==> config.mk <==
export PLATFORM = sky130hd
export DESIGN_NAME = ram_fifo_ctrl
export DESIGN_NICKNAME = d
export VERILOG_FILES = /design/src/rtl/ram_fifo_pkg.sv /design/src/rtl/ram_fifo_ptr.sv /design/src/rtl/ram_fifo_ctrl.sv
export SDC_FILE = /design/constraint.sdc
export NUM_CORES = 1
export LEC_CHECK = 0
export ABC_AREA = 1
export CAP_MARGIN = 20
export CORE_ASPECT_RATIO = 1.2
export CORE_UTILIZATION = 32
export DETAILED_ROUTE_END_ITERATION = 10
export PLACE_DENSITY = 0.75
export SYNTH_ARGS = -nofsm -noshare
export SYNTH_HDL_FRONTEND = slang
export SYNTH_SLANG_ARGS = --single-unit
==> constraint.sdc <==
create_clock -name clk -period 1.55 [get_ports clk]
set_clock_uncertainty 0.05 [all_clocks]
set_input_delay 0.31 -clock clk [delete_from_list [all_inputs] [get_ports clk]]
set_output_delay 0.31 -clock clk [all_outputs]
set_load 0.01 [all_outputs]
==> src/rtl/ram_fifo_pkg.sv <==
// Shared constants, FSM encoding and debug view for the 2-entry RAM-backed FIFO controller.
// The optional misuse flag is controlled by the RAM_FIFO_CTRL_ERR_EN macro in ram_fifo_ctrl.
package ram_fifo_pkg;

    localparam int DATA_W = 8;
    localparam int DEPTH  = 2;
    localparam int PTR_W  = $clog2(DEPTH);
    localparam int CNT_W  = $clog2(DEPTH + 1);
    localparam int ST_W   = 1;

    localparam logic [ST_W-1:0] ST_IDLE    = 1'b0;
    localparam logic [ST_W-1:0] ST_RD_WAIT = 1'b1;

    // Snapshot of controller state exposed for checkers.
    typedef struct packed {
        logic [ST_W-1:0]  state;
        logic [PTR_W-1:0] wr_ptr;
        logic [PTR_W-1:0] rd_ptr;
        logic [CNT_W-1:0] count;
    } dbg_t;

endpackage

==> src/rtl/ram_fifo_ptr.sv <==
// Pointer and occupancy bookkeeping for the FIFO; full/empty derive from count alone.
module ram_fifo_ptr
    import ram_fifo_pkg::*;
(
    input  logic             clk_i,
    input  logic             rst_i,
    input  logic             push_i,
    input  logic             pop_i,
    output logic [PTR_W-1:0] wr_ptr_o,
    output logic [PTR_W-1:0] rd_ptr_o,
    output logic [CNT_W-1:0] count_o,
    output logic             full_o,
    output logic             empty_o
);

    logic [PTR_W-1:0] wr_ptr_q, wr_ptr_d;
    logic [PTR_W-1:0] rd_ptr_q, rd_ptr_d;
    logic [CNT_W-1:0] count_q, count_d;

    always_comb begin
        wr_ptr_d = push_i ? wr_ptr_q + 1'b1 : wr_ptr_q;
        rd_ptr_d = pop_i  ? rd_ptr_q + 1'b1 : rd_ptr_q;
        count_d  = count_q;
        case ({push_i, pop_i})
            2'b10:   count_d = count_q + 1'b1;
            2'b01:   count_d = count_q - 1'b1;
            default: count_d = count_q;
        endcase
    end

    always_ff @(posedge clk_i or posedge rst_i) begin
        if (rst_i) begin
            wr_ptr_q <= '0;
            rd_ptr_q <= '0;
            count_q  <= '0;
        end else begin
            wr_ptr_q <= wr_ptr_d;
            rd_ptr_q <= rd_ptr_d;
            count_q  <= count_d;
        end
    end

    assign wr_ptr_o = wr_ptr_q;
    assign rd_ptr_o = rd_ptr_q;
    assign count_o  = count_q;
    assign full_o   = (count_q == CNT_W'(DEPTH));
    assign empty_o  = (count_q == '0);

endmodule

==> src/rtl/ram_fifo_ctrl.sv <==
// 2-entry FIFO controller driving an external single-port 2x8 RAM, one RAM access per cycle.
// Define RAM_FIFO_CTRL_ERR_EN to build the sticky push-when-full / pop-when-empty flag.
module ram_fifo_ctrl
    import ram_fifo_pkg::*;
(
    input  logic              clk,
    input  logic              clear,
    input  logic              push,
    input  logic [DATA_W-1:0] push_data,
    output logic              push_ready,
    input  logic              pop,
    output logic              pop_ready,
    output logic [DATA_W-1:0] pop_data,
    output logic              pop_valid,
    output logic [DATA_W-1:0] ram_x,
    output logic              ram_rw,
    output logic [PTR_W-1:0]  ram_addr,
    input  logic [DATA_W-1:0] ram_q,
    output logic              ram_clear,
    output logic              full,
    output logic              empty,
    output logic [CNT_W-1:0]  count,
    output logic              err,
    output dbg_t              dbg_o
);

    // Handshake: a request is accepted in the cycle where req=1 and its ready=1;
    // ready never depends on the same request, and pop wins over push when both are possible.

    logic [ST_W-1:0]   state_q, state_d;
    logic [PTR_W-1:0]  rd_addr_q, rd_addr_d;
    logic [DATA_W-1:0] pop_data_q, pop_data_d;
    logic              pop_valid_q, pop_valid_d;
    logic [PTR_W-1:0]  wr_ptr, rd_ptr;
    logic              push_acc, pop_acc;

    ram_fifo_ptr u_ptr (
        .clk_i    (clk),
        .rst_i    (clear),
        .push_i   (push_acc),
        .pop_i    (pop_acc),
        .wr_ptr_o (wr_ptr),
        .rd_ptr_o (rd_ptr),
        .count_o  (count),
        .full_o   (full),
        .empty_o  (empty)
    );

    always_comb begin
        push_ready = 1'b0;
        pop_ready  = 1'b0;
        if (!clear && state_q == ST_IDLE) begin
            pop_ready  = !empty;
            push_ready = !full && !(pop && !empty);
        end
    end

    assign push_acc = push && push_ready;
    assign pop_acc  = pop && pop_ready;

    always_comb begin
        state_d     = state_q;
        rd_addr_d   = rd_addr_q;
        pop_data_d  = pop_data_q;
        pop_valid_d = 1'b0;
        case (state_q)
            ST_IDLE: begin
                if (pop_acc) begin
                    state_d   = ST_RD_WAIT;
                    rd_addr_d = rd_ptr;
                end
            end
            ST_RD_WAIT: begin
                state_d     = ST_IDLE;
                pop_data_d  = ram_q;
                pop_valid_d = 1'b1;
            end
            default: state_d = ST_IDLE;
        endcase
    end

    // RAM drive is combinational so clear blanks it immediately.
    always_comb begin
        ram_rw   = 1'b0;
        ram_addr = '0;
        ram_x    = '0;
        if (!clear) begin
            if (push_acc) begin
                ram_rw   = 1'b1;
                ram_addr = wr_ptr;
                ram_x    = push_data;
            end else if (pop_acc) begin
                ram_addr = rd_ptr;
            end else if (state_q == ST_RD_WAIT) begin
                ram_addr = rd_addr_q;
            end
        end
    end

    always_ff @(posedge clk or posedge clear) begin
        if (clear) begin
            state_q     <= ST_IDLE;
            rd_addr_q   <= '0;
            pop_data_q  <= '0;
            pop_valid_q <= 1'b0;
        end else begin
            state_q     <= state_d;
            rd_addr_q   <= rd_addr_d;
            pop_data_q  <= pop_data_d;
            pop_valid_q <= pop_valid_d;
        end
    end

`ifdef RAM_FIFO_CTRL_ERR_EN
    logic err_q;

    always_ff @(posedge clk or posedge clear) begin
        if (clear) begin
            err_q <= 1'b0;
        end else if ((push && full) || (pop && empty)) begin
            err_q <= 1'b1;
        end
    end

    assign err = err_q;
`else
    assign err = 1'b0;
`endif

    assign pop_data  = pop_data_q;
    assign pop_valid = pop_valid_q;
    assign ram_clear = clear;
    assign dbg_o     = '{state: state_q, wr_ptr: wr_ptr, rd_ptr: rd_ptr, count: count};

endmodule

==> run_results.csv, run 1 <==
group,metric,value,unit
status,outcome,"complete, but fails checks",
status,violations,"negative setup slack",
routing,wire_per_inst,11.2,µm
power,switching_share,35.6,%
routing,wl_met2,1.18,mm
sta,hold_violations,0,
power,combPwrFrac,60.9,%
placement,io_buffer_count,50,
synthesis,syn_nets,106,
power,powerDensity,1510,nW/µm²
cts,cts_tree,"done",
routing,wl,2.08,mm
setup_path,cp.required,1.19,ns
final_layout,utilization,64.8,%
global_routing,overflow,0,
routing,drtIter0Drc,1,
setup_path,crit_fanout,2,
sta,tns,-2.07,ns
power,p_leak,0.886,nW
sta,fmax,560,MHz
flow_run,maxCapViolCount,0,
setup_path,critical_path_class,"input port to output port",
placement,dp.final_hpwl,1.59,mm
power,peakVddDrop,761,µV
routing,vias_per_cell,4.31,
power,pwr-share-seq,29.8,%
power,power.switching,0.817,mW
synthesis,syn_area_per_cell,9.61,µm²
synthesis,ys.warnings.count,0,
routing,dr.pass1.iters,2,
cts,clkTransAtPathRegs,0.08,ns
setup_path,worst_setup_path_start_kind,"input port",
floorplanning,dieArea,2760,µm²
synthesis,seq_area_frac_synth,45.9,%
cts,cts.htree.levels,1,
final_layout,diodes,0,
final_layout,layout_commonest_cell,"buf_4",
cts,cts_sinks,15,
floorplanning,die_h,57.4,µm
floorplanning,rows,19,
cts,cts_root_buf,"clkbuf_4",
synthesis,synth-seq-cells,15,
routing,drc,0,
floorplanning,fp.coreArea,2350,µm²
synthesis,netlist_area,817,µm²
floorplanning,ios,52,
synthesis,synth_cell_type_count,23,
sta,setup_slack,-0.235,ns
cts,clk_latency,0.27,ns
routing,ant_nets,0,
sta,drv_slew,0,
global_routing,grt_pass1_wl,3.28,mm
placement,place_congestion,0.725,
final_layout,final_cell_mix,"buf_4 (21), clkdlybuf4s50_1 (18), inv_1 (15), dfrtp_1 (13), buf_2 (12)",
final_layout,fillers,196,
global_routing,grt_usage,16.3,%
final_layout,areaGrowthSynthToFinish,86.7,%
floorplanning,die_w,48.1,µm
sta,rsz0062_at_grt,"yes",
cts,clk_path_buf_depth,2,
floorplanning,initial_core_util,34.7,%
setup_path,cp.arrival,1.42,ns
cts,hold_buffers,0,
global_routing,grt_start_max_net_pins,16,
final_layout,drive_above_1_share,48.4,%
global_routing,first_global_vias,794,
sta,period_share,115,%
hold_path,hp-class,"input port to asynchronous set/reset pin",
routing,wl_met1,713,µm
power,clockPowerShare,9.3,%
routing,num_vias,801,
global_routing,antenna_found_initial,0,
sta,setup_viol,13,
sta,min_period,1.78,ns
routing,wl_met3,168,µm
setup_path,endpoint_kind,"output port",
cts,cts_buffers,3,
routing,routed.top_layer,"met4",
power,internal-power,1.48,mW
synthesis,syn-instance-count,85,
final_layout,fin_nets,177,
-- worst paths after layout --
check                             from               end  slack, ns  cells after the start
max                                pop          ram_addr      -0.23                      6
min                              clear       pop_data[0]       0.36                      4
min reg2reg                pop_data[6]       pop_data[6]       0.46                      1
min in group clk           pop_data[6]       pop_data[6]       0.46                      1
max in group asynchronous        clear  u_ptr.count_o[0]       0.90                      4
max reg2reg                    state_q  u_ptr.count_o[1]      -0.17                      9
-- layer usage --
layer | vias to the layer above | GRT usage (%)
met4 | 0 | 4.76
met2 | 42 | 30.1
li1 | 391 | -
met3 | 2 | 3.80
met5 | - | 0
met1 | 366 | 17.2
-- power by group through the flow --
stage	logic, mW	registers, mW	clock network (mW)
finish	1.40	0.684	0.214
CTS	1.38	0.680	0.229
floorplan	0.569	0.770	0
global route	1.53	0.714	0.246
global placement	1.40	0.675	0
detailed placement	1.41	0.688	0
-- logic make-up after synthesis --
family,Yosys count,synth area share [%]
flip-flops,15,45.9
buffers and inverters,28,16.8
other,1,0.459
AND/OR/NAND/NOR,26,19.3
multiplexers,8,11.0
XOR/XNOR,2,2.14
AO/OA/AOI/OAI,4,2.76
adder cells (fa/ha/maj),1,1.53
-- through the flow --
| stage | power (mW) | cells | area (µm²) | hold slack (ns) | setup slack (ns) |
|---|---|---|---|---|---|
| finish | 2.30 | 186 | 1530 | 0.362 | -0.235 |
| CTS | 2.29 | 185 | 1480 | 0.355 | -0.237 |
| floorplan | 1.34 | 85 | 842 | 0.170 | -0.0403 |
| global placement | 2.07 | 175 | 1450 | 0.427 | -0.716 |
| detailed placement | 2.10 | 175 | 1450 | 0.434 | -0.769 |
| global route | 2.49 | 186 | 1530 | 0.376 | -0.342 |
-- what timing repair did --
item                                    CTS  global route
gates resized for setup                  73            17
pin swaps                                 6             3
endpoints found under the setup margin   24            25
buffers inserted                          6             2
hold endpoints to repair                  0             0
-- worst max-delay path, stage by stage --
cell and delay [ns]:
clkdlybuf4s50_1 0.49, buf_4 0.12, nand4_1 0.13, a21oi_1 0.18, nor2_1 0.06, buf_2 0.14
-- state kept, by name (all words and copies together) (netlist names) --
signal,cells
u_ptr.rd_ptr_o,1
rd_addr_q,1
pop_data,8
state_q,1
u_ptr.count_o,2
u_ptr.wr_ptr_o,1
pop_valid,1
-- synth_stat cells --
library cell	number	share of area, %
a21oi_1	2	1.2
buf_2	1	0.61
buf_4	7	6.4
conb_1	1	0.46
dfrtp_1	15	46
ha_1	1	1.5
inv_1	18	8.3
inv_2	1	0.46
inv_6	1	1.1
mux2_2	8	11
nand2_1	10	4.6
nand2_2	1	0.77
nand3_1	1	0.61
nand3_4	1	2.1
nand4_1	1	0.77
nor2_1	1	0.46
nor2_2	9	6.9
nor2_8	1	2.5
nor3_1	1	0.61
o21a_1	1	0.92
o21ai_1	1	0.61
xnor2_1	1	1.1
xor2_1	1	1.1
-- layout make-up --
cell class,count,area [µm²],area share [%]
Timing Repair Buffer,74,647,42.4
Multi-Input combinational cell,42,355,23.3
Inverter,20,80.1,5.25
Tap cell,31,38.8,2.54
Sequential cell,15,378,24.8
Clock buffer,4,26.3,1.72
Note: power is estimated with default switching activity, not from simulation.
==> inputs of run 2 (changes only) <==
Settings changed: SETUP_SLACK_MARGIN from default to 0.2, SLEW_MARGIN from default to 20.
==> run 2 against run 1 <==
  * The flow still finishes with violations (negative setup slack)
  * Via count increased by 2.1%
  * Hold slack got worse by 0.0043 ns
  * Register-to-register slack got worse by 0.03 ns
  * Sequential share of layout area decreased by 0.96 points
  * Global-route usage decreased by 0.51 points
  * Clock-buffer cell count unchanged
  * Final cell count increased by 2.7%
  * Sequential cell count unchanged
  * Critical endpoint unchanged
  * Largest power group unchanged
==> run_results.csv, run 2 (same netlist as run 1, synthesis figures left out) <==
group,metric,value,unit
status,outcome,"complete, but fails checks",
status,violations,"negative setup slack",
cts,cts_buffers,3,
routing,dr.pass1.iters,2,
sta,setup_viol,14,
routing,ant_nets,0,
setup_path,r2r-start,"state_q",
final_layout,final-instance-count-excl-fill,191,
floorplanning,die_h,57.4,µm
sta,setup_slack,-0.260,ns
hold_path,hp-class,"input port to asynchronous set/reset pin",
final_layout,drive_above_1_share,57.5,%
sta,drv_slew,0,
power,peakVddDrop,898,µV
setup_path,critPathMaxStageDelay,0.43,ns
placement,place_congestion,0.706,
sta,period_share,117,%
setup_path,cp_cell_sequence,"nor2_4, nand3_4, nor2_8, nand2_2, nand2_2, nor2_2, buf_2",
setup_path,crit_fanout,4,
setup_path,reg2reg_slack,-0.20,ns
global_routing,overflow,0,
sta,hold_violations,0,
routing,wl,2.20,mm
setup_path,cp.required,1.19,ns
final_layout,diodes,0,
cts,clkTransAtPathRegs,0.09,ns
cts,cts_root_buf,"clkbuf_4",
final_layout,final_cell_mix,"buf_6 (19), buf_4 (19), clkdlybuf4s50_1 (17), inv_1 (13), dfrtp_1 (13)",
sta,min_period,1.81,ns
sta,rsz0062_at_grt,"yes",
cts,cts.htree.levels,1,
routing,vias_per_cell,4.28,
setup_path,endpoint_kind,"output port",
floorplanning,rows,19,
final_layout,utilization,67.4,%
global_routing,met3_usage,2.85,%
power,powerDensity,1610,nW/µm²
final_layout,areaGrowthSynthToFinish,94.2,%
floorplanning,initial_core_util,34.7,%
floorplanning,fp.coreArea,2350,µm²
floorplanning,ios,52,
routing,num_vias,818,
final_layout,fin_nets,182,
global_routing,grt_util_met2,29.3,%
global_routing,first_global_vias,778,
setup_path,cp.arrival,1.45,ns
flow_run,maxCapViolCount,0,
setup_path,worst_r2r_path_depth,9,
cts,clk_latency,0.28,ns
global_routing,grt_pass1_wl,3.11,mm
setup_path,critical_path_class,"register to output port",
final_layout,largest_register_ffs,8,
routing,wire_per_inst,11.5,µm
placement,dp_slack,-0.750,ns
cts,cts_sinks,15,
placement,dp.final_hpwl,1.56,mm
floorplanning,die_w,48.1,µm
setup_path,slowest_stage,"dfrtp_1",
global_routing,gr-usage-met1,16.3,%
sta,fmax,553,MHz
floorplanning,dieArea,2760,µm²
setup_path,worst_setup_path_start_kind,"register",
setup_path,critPathMostFrequentCell,"nand2_2",
cts,clk_path_buf_depth,2,
power,power.total,2.55,mW
global_routing,antenna_found_initial,0,
setup_path,r2r_end,"u_ptr.count_o[1]",
power,p_leak,0.846,nW
global_routing,grt_usage,15.8,%
global_routing,top_usage_layer,"met2",
global_routing,grt_start_max_net_pins,16,
cts,hold_buffers,0,
placement,io_buffer_count,50,
placement,dp_cells,173,
cts,cts_tree,"done",
routing,drtIter0Drc,1,
routing,drc,0,
[run 2: cell types whose count changed in the layout (fill, tap and decap cells not counted), moves of 2 or more]
| cell | change |
|---|---|
| buf_4 | -2 |
| inv_1 | -2 |
| clkdlybuf4s15_1 | +3 |
| dlymetal6s2s_1 | -9 |
| buf_6 | +14 |
| nor2_2 | +2 |
[run 2: power breakdown]
part / switching (mW) / internal, mW
registers: 0.117 / 0.579
logic: 0.679 / 0.957
clock network: 0.121 / 0.100
total: 0.917 / 1.64
[run 2: area by class of cell]
type | count | area [µm²]
Fill cell | 176 | 767
Multi-Input combinational cell | 42 | 364
Clock buffer | 4 | 26.3
Sequential cell | 15 | 378
Timing Repair Buffer | 79 | 697
Tap cell | 31 | 38.8
Inverter | 20 | 82.6
[run 2: how the worst max path moves through the flow]
stage                      from          endpoint  slack, ns  cells past startpoint
6_report                state_q          ram_addr      -0.26                      7
5_1_grt                 state_q          ram_addr      -0.33                      7
4_1_cts                 state_q          dbg_o[4]      -0.29                      2
3_5_place_dp              clear          ram_addr      -0.75                      7
3_3_place_gp              clear          ram_x[5]      -0.71                      7
2_1_floorplan  u_ptr.count_o[0]  u_ptr.count_o[1]      -0.04                      9
[run 2: per-stage QoR]
| step | TNS, ns | hold WS (ns) | area, µm² |
|---|---|---|---|
| 6_report | -2.89 | 0.358 | 1590 |
| 5_1_grt | -3.88 | 0.393 | 1590 |
| 4_1_cts | -2.98 | 0.343 | 1500 |
| 3_5_place_dp | -9.79 | 0.445 | 1440 |
| 3_3_place_gp | -9.56 | 0.426 | 1440 |
| 2_1_floorplan | -0.0403 | 0.170 | 845 |
[run 2: timing repair]
| action | CTS | global route |
|---|---|---|
| pin swaps | 5 | 4 |
| resized for setup | 118 | 16 |
| setup endpoints to repair | 35 | 25 |
| setup buffers | 7 | 7 |
[run 2: worst max-delay path, delay by kind of cell, from the launching register on]
family	cells	cell delay (ns)
and+or+nand+nor	6	0.59
DFF	1	0.43
buffers and inverters	1	0.13
[run 2: per-layer routing]
| metal | vias up | part of all wire [%] |
|---|---|---|
| met5 | - | 0 |
| met1 | 370 | 35 |
| met2 | 45 | 55 |
| met4 | 0 | 1.7 |
| li1 | 397 | - |
| met3 | 6 | 7.8 |
==> inputs of run 3 (changes only) <==
Settings changed: GPL_TIMING_DRIVEN from default to 0.
==> run 3 against run 2 <==
  * The flow still finishes with violations (negative setup slack)
  * Global-route usage is 1.0 points higher
  * Clock-buffer cell count stayed put
  * Hold slack worse by 0.011 ns
  * Sequential share of layout area is 0.37 points lower
  * Clock power is 3% lower
  * Sequential power is 2% lower
  * Highest routed layer is now met3
  * Design area is 1.3% higher
  * Total power is 3.5% lower
  * Die area stayed put
  * Utilization is 0.85 points higher
==> run_results.csv, run 3 (same netlist as run 1, synthesis figures left out) <==
group,metric,value,unit
global_routing,overflow,0,
global_routing,grt_start_max_net_pins,16,
placement,io_buffer_count,50,
floorplanning,die_h,57.4,µm
cts,cts.htree.levels,1,
floorplanning,fp.coreArea,2350,µm²
final_layout,layout_commonest_cell,"buf_6",
final_layout,fin_nets,178,
placement,place_congestion,0.673,
setup_path,cp.arrival,1.48,ns
sta,period_share,119,%
final_layout,drive_above_1_share,55.1,%
cts,cts_root_buf,"clkbuf_4",
setup_path,cp.required,1.19,ns
sta,tns,-2.98,ns
placement,place_area,1380,µm²
cts,cts_sinks,15,
final_layout,largest_register_ffs,8,
placement,dp.final_hpwl,1.51,mm
setup_path,endpoint_kind,"output port",
sta,whs,0.346,ns
global_routing,grt_usage,16.8,%
routing,wl_met2,1.33,mm
global_routing,grt_pass1_wl,3.26,mm
placement,dp_slack,-0.920,ns
routing,routed.top_layer,"met3",
floorplanning,initial_core_util,34.7,%
routing,num_vias,807,
power,p_leak,0.836,nW
final_layout,diodes,0,
status,outcome,"complete, but fails checks",
cts,cts_tree,"done",
routing,drc,0,
power,peakVddDrop,879,µV
global_routing,first_global_vias,825,
setup_path,slowest_stage,"dfrtp_1",
setup_path,worst_setup_path_start_kind,"register",
cts,cts_buffers,3,
cts,clk_latency,0.27,ns
cts,clk_path_buf_depth,2,
sta,hold_violations,0,
final_layout,final_cell_area,1610,µm²
setup_path,cp_num_buf_inv,1,
sta,drv_slew,0,
sta,setup_viol,14,
sta,max_slew_margin,56.3,%
routing,wire_per_inst,11.7,µm
setup_path,crit_fanout,5,
flow_run,maxCapViolCount,0,
sta,min_period,1.84,ns
floorplanning,ios,52,
routing,vias_per_cell,4.32,
routing,dr.pass1.iters,3,
sta,fmax,543,MHz
setup_path,cp_cell_sequence,"nor2_4, nand3_4, nor2_8, nand2_2, nand2_1, nor2_2, buf_2",
final_layout,final_cell_mix,"buf_6 (24), clkdlybuf4s50_1 (17), inv_1 (15), dfrtp_1 (14), buf_2 (11)",
global_routing,antenna_found_initial,0,
power,power.total,2.46,mW
hold_path,hp-class,"input port to asynchronous set/reset pin",
sta,tightest_slew,0.656,ns
floorplanning,die_w,48.1,µm
final_layout,utilization,68.3,%
setup_path,critical_path_class,"register to output port",
setup_path,r2r-start,"state_q",
routing,wl_met3,192,µm
power,powerDensity,1530,nW/µm²
sta,setup_slack,-0.293,ns
floorplanning,dieArea,2760,µm²
status,violations,"negative setup slack",
floorplanning,rows,19,
routing,drtIter0Drc,9,
sta,rsz0062_at_grt,"yes",
routing,ant_nets,0,
setup_path,critical_path.top_delay_family,"simple AND/OR/NAND/NOR gates",
final_layout,areaGrowthSynthToFinish,96.6,%
cts,clkTransAtPathRegs,0.09,ns
setup_path,reg2reg_slack,-0.22,ns
setup_path,critPathMaxStageDelay,0.41,ns
setup_path,worst_r2r_path_depth,9,
final_layout,final-instance-count-excl-fill,187,
routing,wl_met1,664,µm
placement,dp_cells,166,
setup_path,r2r_end,"u_ptr.count_o[1]",
routing,wl,2.19,mm
[run 3: changes by cell type in the layout (fill, tap and decap cells not counted), moves of 5 or more]
cell | previous run | this run
buf_4 | 19 | 10
nor2_4 | 1 | 6
buf_6 | 19 | 24
nor2_2 | 9 | 4
[run 3: tightest hold or removal path: stages]
cell,delay [ns]
buf_2,0.16
clkinvlp_4,0.10
dlymetal6s4s_1,0.60
[run 3: how the worst max path moves through the flow]
stage	start	slack [ns]	cells past startpoint	endpoint
global placement	clear	-0.92	5	ram_addr
detailed placement	clear	-0.92	5	ram_addr
finish	state_q	-0.29	7	ram_addr
global route	state_q	-0.38	7	ram_addr
floorplan	u_ptr.count_o[0]	-0.04	9	u_ptr.count_o[1]
CTS	state_q	-0.30	6	ram_addr
[run 3: area by class of cell]
type	instances	area (µm²)
Tap cell	31	38.8
Timing Repair inverter	1	6.26
Fill cell	194	747
Buffer	8	71.3
Clock buffer	4	26.3
Multi-Input combinational cell	42	390
Sequential cell	15	377
Timing Repair Buffer	66	611
Inverter	20	86.3
[run 3: power by group]
part           total (mW)  switching (mW)  internal [mW]
logic                1.57           0.668          0.897
clock network       0.214           0.115         0.0995
registers           0.684           0.109          0.576
[run 3: layer usage]
layer / GRT usage [%] / vias up
li1: - / 393
met1: 13.7 / 373
met2: 33.8 / 41
met3: 5.06 / 0
met4: 5.95 / 0
met5: 0 / -
[run 3: what timing repair did]
action                                  in CTS  in global routing
setup buffers                               11                  4
gates resized for setup                    121                 23
endpoints found under the setup margin      33                 39
gates cloned                                 0                  1
hold buffers                                 1                  0
endpoints found under the hold margin       15                  0
pin swaps                                    5                  3
